**src/rtl/alu_pkg.sv**
```systemverilog
// Shared ALU definitions: operation codes (also used by ALU_Control) and FSM state encodings.
package alu_pkg;

  localparam logic [3:0] ALU_ADD    = 4'b0000;
  localparam logic [3:0] ALU_SUB    = 4'b0001;
  localparam logic [3:0] ALU_AND    = 4'b0010;
  localparam logic [3:0] ALU_OR     = 4'b0011;
  localparam logic [3:0] ALU_XOR    = 4'b0100;
  localparam logic [3:0] ALU_SLT    = 4'b0101;
  localparam logic [3:0] ALU_SLTU   = 4'b0110;
  localparam logic [3:0] ALU_SLL    = 4'b0111;
  localparam logic [3:0] ALU_SRL    = 4'b1000;
  localparam logic [3:0] ALU_SRA    = 4'b1001;
  localparam logic [3:0] ALU_PASS_B = 4'b1010;

  localparam logic [1:0] ST_IDLE  = 2'b00;
  localparam logic [1:0] ST_SHIFT = 2'b01;
  localparam logic [1:0] ST_DONE  = 2'b10;

  function automatic logic is_shift_op(input logic [3:0] op);
    return (op == ALU_SLL) || (op == ALU_SRL) || (op == ALU_SRA);
  endfunction

endpackage

```
**src/rtl/alu_comb.sv**
```systemverilog
// Combinational ALU core for all single-cycle ops.
// With ALU_BARREL_SHIFT_EN defined it also performs shifts in one step.
module alu_comb
  import alu_pkg::*;
#(
  parameter int unsigned DATA_WIDTH  = 32,
  parameter int unsigned SHAMT_WIDTH = 5
) (
  input  logic [3:0]            op,
  input  logic [DATA_WIDTH-1:0] a,
  input  logic [DATA_WIDTH-1:0] b,
  output logic [DATA_WIDTH-1:0] result
);

`ifdef ALU_BARREL_SHIFT_EN
  logic [SHAMT_WIDTH-1:0] shamt_s;
  assign shamt_s = b[SHAMT_WIDTH-1:0];
`endif

  // Operation decode; unknown codes yield zero.
  always_comb begin
    result = {DATA_WIDTH{1'b0}};
    case (op)
      ALU_ADD:    result = a + b;
      ALU_SUB:    result = a - b;
      ALU_AND:    result = a & b;
      ALU_OR:     result = a | b;
      ALU_XOR:    result = a ^ b;
      ALU_SLT:    result = {{(DATA_WIDTH-1){1'b0}}, ($signed(a) < $signed(b))};
      ALU_SLTU:   result = {{(DATA_WIDTH-1){1'b0}}, (a < b)};
      ALU_PASS_B: result = b;
`ifdef ALU_BARREL_SHIFT_EN
      ALU_SLL:    result = a << shamt_s;
      ALU_SRL:    result = a >> shamt_s;
      ALU_SRA:    result = $unsigned($signed(a) >>> shamt_s);
`endif
      default:    result = {DATA_WIDTH{1'b0}};
    endcase
  end

endmodule

```
**src/rtl/alu_multicycle.sv**
```systemverilog
// Multi-cycle ALU execution stage with start/busy/done handshake.
// Shifts are iterative (1 bit/cycle) unless ALU_BARREL_SHIFT_EN is defined.
module alu_multicycle
  import alu_pkg::*;
#(
  parameter int unsigned DATA_WIDTH = 32
) (
  input  logic                  clk,
  input  logic                  reset,
  input  logic                  start_i,
  input  logic [3:0]            ALU_Operation_i,
  input  logic [DATA_WIDTH-1:0] A_i,
  input  logic [DATA_WIDTH-1:0] B_i,
  output logic                  busy_o,
  output logic                  done_o,
  output logic [DATA_WIDTH-1:0] ALU_Result_o,
  output logic                  Zero_o
);

  localparam int SHAMT_WIDTH = $clog2(DATA_WIDTH);

  logic [1:0]            state_r;
  logic [1:0]            state_nxt_s;
  logic [DATA_WIDTH-1:0] result_r;
  logic [DATA_WIDTH-1:0] result_nxt_s;
  logic                  zero_r;
  logic                  done_r;
  logic                  busy_r;
  logic [DATA_WIDTH-1:0] comb_result_s;

  alu_comb #(
    .DATA_WIDTH  (DATA_WIDTH),
    .SHAMT_WIDTH (SHAMT_WIDTH)
  ) u_alu_comb (
    .op     (ALU_Operation_i),
    .a      (A_i),
    .b      (B_i),
    .result (comb_result_s)
  );

`ifndef ALU_BARREL_SHIFT_EN
  logic [DATA_WIDTH-1:0]  shift_r;
  logic [DATA_WIDTH-1:0]  shift_nxt_s;
  logic [DATA_WIDTH-1:0]  shift_step_s;
  logic [SHAMT_WIDTH-1:0] count_r;
  logic [SHAMT_WIDTH-1:0] count_nxt_s;
  logic [3:0]             op_r;
  logic [3:0]             op_nxt_s;
  logic [SHAMT_WIDTH-1:0] shamt_s;

  localparam logic [SHAMT_WIDTH-1:0] COUNT_ONE = {{(SHAMT_WIDTH-1){1'b0}}, 1'b1};

  function automatic logic [DATA_WIDTH-1:0] shift_one(input logic [DATA_WIDTH-1:0] v,
                                                      input logic [3:0] op);
    case (op)
      ALU_SLL: return {v[DATA_WIDTH-2:0], 1'b0};
      ALU_SRL: return {1'b0, v[DATA_WIDTH-1:1]};
      ALU_SRA: return {v[DATA_WIDTH-1], v[DATA_WIDTH-1:1]};
      default: return v;
    endcase
  endfunction

  assign shamt_s      = B_i[SHAMT_WIDTH-1:0];
  assign shift_step_s = shift_one(shift_r, op_r);

  // Next-state logic for the iterative-shift FSM.
  always_comb begin
    state_nxt_s  = state_r;
    result_nxt_s = result_r;
    shift_nxt_s  = shift_r;
    count_nxt_s  = count_r;
    op_nxt_s     = op_r;
    case (state_r)
      ST_IDLE: begin
        if (start_i) begin
          if (is_shift_op(ALU_Operation_i) && (shamt_s != {SHAMT_WIDTH{1'b0}})) begin
            shift_nxt_s = A_i;
            count_nxt_s = shamt_s;
            op_nxt_s    = ALU_Operation_i;
            state_nxt_s = ST_SHIFT;
          end else begin
            result_nxt_s = is_shift_op(ALU_Operation_i) ? A_i : comb_result_s;
            state_nxt_s  = ST_DONE;
          end
        end else begin
          state_nxt_s = ST_IDLE;
        end
      end
      ST_SHIFT: begin
        shift_nxt_s = shift_step_s;
        count_nxt_s = count_r - COUNT_ONE;
        if (count_r == COUNT_ONE) begin
          result_nxt_s = shift_step_s;
          state_nxt_s  = ST_DONE;
        end else begin
          state_nxt_s = ST_SHIFT;
        end
      end
      ST_DONE: state_nxt_s = ST_IDLE;
      default: state_nxt_s = ST_IDLE;
    endcase
  end

  // Shifter datapath registers.
  always_ff @(posedge clk) begin
    if (reset) begin
      shift_r <= {DATA_WIDTH{1'b0}};
      count_r <= {SHAMT_WIDTH{1'b0}};
      op_r    <= 4'b0000;
    end else begin
      shift_r <= shift_nxt_s;
      count_r <= count_nxt_s;
      op_r    <= op_nxt_s;
    end
  end
`else
  // Next-state logic when every op, shifts included, completes in one cycle.
  always_comb begin
    state_nxt_s  = state_r;
    result_nxt_s = result_r;
    case (state_r)
      ST_IDLE: begin
        if (start_i) begin
          result_nxt_s = comb_result_s;
          state_nxt_s  = ST_DONE;
        end else begin
          state_nxt_s = ST_IDLE;
        end
      end
      ST_DONE: state_nxt_s = ST_IDLE;
      default: state_nxt_s = ST_IDLE;
    endcase
  end
`endif

  // State and registered outputs; Zero tracks the result in the same edge.
  always_ff @(posedge clk) begin
    if (reset) begin
      state_r  <= ST_IDLE;
      result_r <= {DATA_WIDTH{1'b0}};
      zero_r   <= 1'b1;
      done_r   <= 1'b0;
      busy_r   <= 1'b0;
    end else begin
      state_r  <= state_nxt_s;
      result_r <= result_nxt_s;
      zero_r   <= (result_nxt_s == {DATA_WIDTH{1'b0}});
      done_r   <= (state_nxt_s == ST_DONE);
      busy_r   <= (state_nxt_s != ST_IDLE);
    end
  end

  assign busy_o       = busy_r;
  assign done_o       = done_r;
  assign ALU_Result_o = result_r;
  assign Zero_o       = zero_r;

endmodule

```
**config.mk**
```make
export PLATFORM = sky130hd
export DESIGN_NAME = alu_multicycle
export DESIGN_NICKNAME = d
export VERILOG_FILES = /design/src/rtl/alu_pkg.sv /design/src/rtl/alu_comb.sv /design/src/rtl/alu_multicycle.sv
export SDC_FILE = /design/constraint.sdc
export NUM_CORES = 1
export LEC_CHECK = 0
export ABC_AREA = 0
export CORE_MARGIN = 2
export CORE_UTILIZATION = 55
export CTS_BUF_LIST = sky130_fd_sc_hd__clkbuf_2
export CTS_CLUSTER_SIZE = 28
export DETAILED_ROUTE_END_ITERATION = 12
export MAX_ROUTING_LAYER = met4
export PLACE_DENSITY_LB_ADDON = 0.12
export SETUP_SLACK_MARGIN = 0.02
export SLEW_MARGIN = 10
export SYNTH_ARGS = -nofsm -noshare
export SYNTH_HDL_FRONTEND = slang
export SYNTH_SLANG_ARGS = --single-unit
```
**constraint.sdc**
```tcl
create_clock -name clk -period 8.7 [get_ports clk]
set_input_delay 1.305 -clock clk [delete_from_list [all_inputs] [get_ports clk]]
set_output_delay 1.305 -clock clk [all_outputs]
set_load 0.02 [all_outputs]
```
## Word-level counts from Yosys, hierarchy flattened

Index checks and enable logic that the tools add are counted.

- Multiplexer cells: 17
- Bitwise logic cells: 3
- Eq/ne operators: 18
- Add/subtract/negate cells: 3
- Reductions and logical operators: 11
- Order comparisons: 2

Operators with widths:

| cell | number |
|---|---|
| $pmux 32 s8 | 1 |
| $mux 32 | 6 |
| $pmux 32 s2 | 2 |
| $pmux 32 s3 | 1 |
| $lt 32x32->1 | 2 |
| $add 32x32->32 | 1 |
| $and 32x32->32 | 1 |
| $logic_not 32->1 | 1 |
| $or 32x32->32 | 1 |
| $sub 32x32->32 | 1 |
| $xor 32x32->32 | 1 |
| $eq 4x3->1 const B | 5 |
| $eq 4x4->1 const B | 5 |
| $mux 5 | 2 |
| $pmux 5 s2 | 1 |
| $eq 4x2->1 const B | 2 |
| $mux 2 | 3 |
| $reduce_and 3->1 | 2 |
| $eq 5x1->1 const B | 1 |
| $reduce_bool 5->1 | 1 |
| $sub 5x1->5 const B | 1 |
| $eq 4x1->1 const B | 1 |
| $logic_not 4->1 | 1 |
| $ne 2x2->1 const B | 2 |
| 7 further kinds | 9 |

- Output and inout bits: 35
- Input port bits: 71
- Flip-flop bits (word level): 78

## Longest topological paths before layout

- Depth in word-level cells: 8
- Depth in mapped cells: 15

## Modules after synthesis

Synthesis repeated with hierarchy kept, for this count alone.

- Cell total of the unflattened synthesis: 1381
- Area total of the unflattened synthesis: 9776.9 um^2

By module, submodules not included:

| module | seq. area each (um^2) | cells an instance | times used | area an instance (um^2) |
|---|---|---|---|---|
| alu_comb | 0.0 | 816 | 1 | 5240.0 |
| alu_multicycle | 1561.5 | 565 | 1 | 4536.9 |

## Worst setup path after synthesis

No wires, ideal clock.

- Kind: input to register
- Start point: input B_i[4]
- End point: register zero_r (netlist: Zero_o)
- Buffers on the path: 2
- Arrival: 4610 ps
- Path slack: 4006 ps
- Cell stages on the path: 15
- Cell sequence: clkbuf_1 inv_1 ha_1 buf_2 nand2b_1 a21boi_0 or3_1 a311oi_2 a2111oi_0 a211o_1 a222oi_1 nand4b_1 nor4_2 nand4_1 o31ai_2

- Word-level cells in the longest chain between the ends: 7

Ends and longest elaborated chain:

| element | RTL line | text |
|---|---|---|
| from (decl) | alu_multicycle.sv:13 | `input logic [DATA_WIDTH-1:0] B_i,` |
| $sub 32x32->32 (tied with other cells) | alu_comb.sv:25 | `ALU_SUB: result = a - b;` |
| $pmux 32 s8 | alu_comb.sv:23 | `case (op)` |
| $mux 32 | alu_multicycle.sv:82 | `result_nxt_s = is_shift_op(ALU_Operation_i) ? A_i : comb_result_s;` |
| $mux 32 * | alu_multicycle.sv:76 | `if (is_shift_op(ALU_Operation_i) && (shamt_s != {SHAMT_WIDTH{1'b0}})) begin` |
| $mux 32 * | alu_multicycle.sv:75 | `if (start_i) begin` |
| $pmux 32 s2 * | alu_multicycle.sv:73 | `case (state_r)` |
| $logic_not 32->1 * | alu_multicycle.sv:147 | `zero_r <= (result_nxt_s == {DATA_WIDTH{1'b0}});` |
| to (signal assigned) | alu_multicycle.sv:147 |  |
| to (decl) | alu_multicycle.sv:26 | `logic zero_r;` |

Mark *: on every way between the ends. The rest lies on a longest branch, timed or not.
A chain may end at the register's enable or synchronous reset.

## Final worst setup path

- Start point: input ALU_Operation_i[1]
- End point: register zero_r (netlist: Zero_o)

- Word-level cells in the longest chain between the ends: 8

Ends and longest elaborated chain:

| element | RTL line | text |
|---|---|---|
| from (decl) | alu_multicycle.sv:11 | `input logic [3:0] ALU_Operation_i,` |
| parallel branches: the longest is 4 deep, another holds $pmux 32 s8 | n/a |  |
| $mux 32 * | alu_multicycle.sv:76 |  |
| $mux 32 * | alu_multicycle.sv:75 |  |
| $pmux 32 s2 * | alu_multicycle.sv:73 |  |
| $logic_not 32->1 * | alu_multicycle.sv:147 |  |

Mark *: on every way between the ends.

==> run_results.csv <==
group,metric,value,unit
finish,area_growth,11.8,%
placement,port_buffers,105,
clocking,cts_tree,"built",
finish,fill_cells,1874,
routing,drt_wl_total,49100,µm
logic_synthesis,syn_nets,1773,
setup_path,critPathLaunchType,"primary input",
flow_run,cap_violations,0,
setup_path,critPathMaxStageDelay,0.96,ns
placement,dp_hpwl,36700,µm
clocking,htreeDepth,3,
logic_synthesis,synth_flop_cell,"dfxtp_1",
routing,ant_nets,0,
logic_synthesis,synth_area,0.0110,mm²
placement,place_congestion,1.04,
grt,grt_max_degree,67,
setup_path,cp_slowest_cell,"clkdlybuf4s50_1",
routing,wl_per_cell,26.1,µm
sta,fin_crit_sh,65.0,%
pwr,finalPower,1.38,mW
clocking,ctsResizeCount,0,
routing,drc_errors,0,
clocking,hold_buffers,0,
finish,nets,1800,
sta,finClkSkew,0.0300,ns
logic_synthesis,synthArstFlopShare,0,%
routing,dr.pass1.iters,9,
die,die_h,145,µm
die,die_area,0.0211,mm²
routing,vias_per_cell,7.26,
logic_synthesis,avgSynthCellArea,6.92,µm²
outcome,status,"finished clean",
setup_path,crit_arrival,6.17,ns
logic_synthesis,synth_top_area_cell,"dfxtp_1",
sta,finalSetupViolCount,0,
grt,grt_pass1_wl,73300,µm
sta,report.final.slew_viol_count,0,
clocking,numCtsBuffers,9,
logic_synthesis,synthDominantCellAreaShare,14.2,%
grt,top_usage_layer,"met2",
grt,grt_pass1_vias,12200,
logic_synthesis,synth_edf_count,0,
setup_path,critPathRequiredTime,9.22,ns
setup_path,critPathTopFamily,"simple AND/OR/NAND/NOR gates",
sta,tightestPinTransition,1.20,ns
clocking,clk_pin_slew_worst_paths,0.22,ns
worst_hold_path,hp-class,"reg -> reg",
sta,rsz0062_at_grt,"no",
logic_synthesis,synthCells,1585,
setup_path,crit_fanout,25,
grt,grtUsageTotal,45.6,%
grt,grt_overflow,0,
routing,num_vias,13700,
logic_synthesis,synth_common_cells,"nor2_1, a21oi_1, nand2_1",
die,core_region_area,0.0195,mm²
die,rows,51,
logic_synthesis,synth_cell_types,95,
sta,relSlewSlack,19.8,%
sta,hold_violations,0,
clocking,cts_sinks,78,
logic_synthesis,ys_ff_latch,78,
logic_synthesis,synthTopCellsByArea,"dfxtp_1, ha_1, a21oi_1",
grt,gr-usage-met2,62.3,%
logic_synthesis,yosysSeqAreaShare,14.2,%
finish,drive_gt1_share,6.00,%
sta,tns,0,ns
sta,clock.fmax,177,MHz
pwr,power_leakage,4.83,nW
clocking,root_buffer,"clkbuf_2",
pwr,vdd.ir_drop.worst,70.7,µV
logic_synthesis,yosys_warnings,0,
logic_synthesis,yosysMostFrequentCell,"nor2_1",
setup_path,criticalPathCategory,"in -> reg",
setup_path,crit_chain,"clkdlybuf4s50_1 -> and4b_1 -> nor2_1 -> o211ai_1 -> a2111oi_0 -> o31ai_1 -> a2111oi_0 -> nand4_1 -> nor4_2 -> nand4_1 -> o31ai_2",
clocking,post-cts-setup-buffers,0,
die,pin_count,106,
die,start_util,56.1,%
grt,use_met1,61.2,%
pwr,power.density,112,mW/mm²
die,die_w,145,µm
setup_path,worst-path-buf-inv,1,
sta,period_minus_slack,5.65,ns
grt,antenna_found_initial,1,
setup_path,critPathCaptureType,"flip-flop",
clocking,cts_buffer_depth,2,
routing,drtIter0Drc,2201,
finish,fin_util,62.8,%
clocking,clk_latency,0.58,ns
grt,grt_use_met3,16.9,%
-- final cells by class --
| type | count | area (µm²) | area share, % |
|---|---|---|---|
| diodes | 1 | 2.50 | 0.0204 |
| clock buffers | 11 | 55.1 | 0.449 |
| clock inverters | 5 | 106 | 0.868 |
| inverters | 109 | 409 | 3.34 |
| multi-input cells | 1283 | 8560 | 69.8 |
| flip-flops and latches | 78 | 1560 | 12.7 |
| well taps | 265 | 332 | 2.71 |
| repair buffers | 131 | 1230 | 10.0 |
-- registers in the layout, summed over array words and instances, names as in the netlist --
name / count
ALU_Result_o: 32
shift_r: 32
count_r: 5
op_r: 4
state_r: 2
Zero_o: 1
busy_o: 1
done_o: 1
-- cell families (layout without fill, tap and decap cells) --
family	count (synthesis)	after routing	share of synthesized area (%)
AOI/OAI and AO/OA	603	603	37.9
and+or+nand+nor	533	533	23.6
buffers and inverters	224	256	8.17
adders and majority gates	117	117	13.5
DFF	78	78	14.2
xor gates and xnor gates	16	16	1.28
muxes	14	14	1.31
other	0	1	0
-- routing by layer --
layer	routed length (µm)	up-vias	share of wire (%)
met5	0	-	0
met1	18900	6299	38
met4	2260	0	4.6
met3	8590	236	18
met2	19300	1173	39
li1	-	5959	-
-- path summary, 6_finish.rpt --
check | startpoint | endpoint | slack (ns) | cells after the start
setup / recovery | ALU_Operation_i[1] | Zero_o | 3.05 | 11
hold / removal | op_r[0] | op_r[0] | 0.52 | 2
setup reg to reg | state_r[1] | Zero_o | 3.88 | 11
hold reg to reg | op_r[0] | op_r[0] | 0.52 | 2
-- worst reg2reg max path, stage by stage, from the launching register on --
cell	delay [ns]
dfxtp_1	1.04
inv_1	0.46
nand2_1	0.43
a21oi_1	0.11
a221oi_1	0.64
o2111ai_1	0.21
a221o_1	0.35
a2111oi_0	0.62
nand4_1	0.23
nor4_2	0.32
nand4_1	0.14
o31ai_2	0.20
-- where the power goes --
| group | switching [mW] | internal, mW |
|---|---|---|
| logic | 0.449 | 0.248 |
| registers | 0.0315 | 0.382 |
| clock network | 0.138 | 0.127 |
| total | 0.619 | 0.757 |
-- per-stage QoR --
stage	cells	instance area (µm²)	setup slack (ns)	hold slack (ns)
2_1_floorplan	1585	11000	4.01	0.458
3_3_place_gp	1866	12100	2.52	0.479
3_5_place_dp	1866	12100	2.67	0.488
4_1_cts	1882	12300	3.29	0.521
5_1_grt	1883	12300	3.05	0.551
6_report	1883	12300	3.05	0.525
-- cell usage in the layout, fill, tap and decap left out, types with 10 or more instances in the layout --
master           synthesis  final
nor3_1                  44     43
o22ai_1                 21     21
buf_4                    3     26
nand2b_1                16     16
nor2_1                 166    164
nand4_1                 10     10
mux2i_1                 11     11
a211oi_1                22     22
ha_1                   115    115
nor2b_1                 13     13
a21oi_1                158    158
and3_1                  10     10
clkdlybuf4s50_1          0    102
o21ai_0                 82     82
and2_1                  16     16
nand2_1                151    151
a221oi_1                28     28
o31ai_1                 18     18
inv_1                  108    108
nand3_1                 27     27
dfxtp_1                 78     78
a31oi_1                 28     28
a21o_1                  12     12
nor4_1                  15     14
o211ai_1                23     23
a22oi_1                 52     52
a211o_1                 11     11
clkbuf_2                 0     11
a2111oi_0               13     13
xnor2_1                 15     15
(Power assumes the default switching activity.)
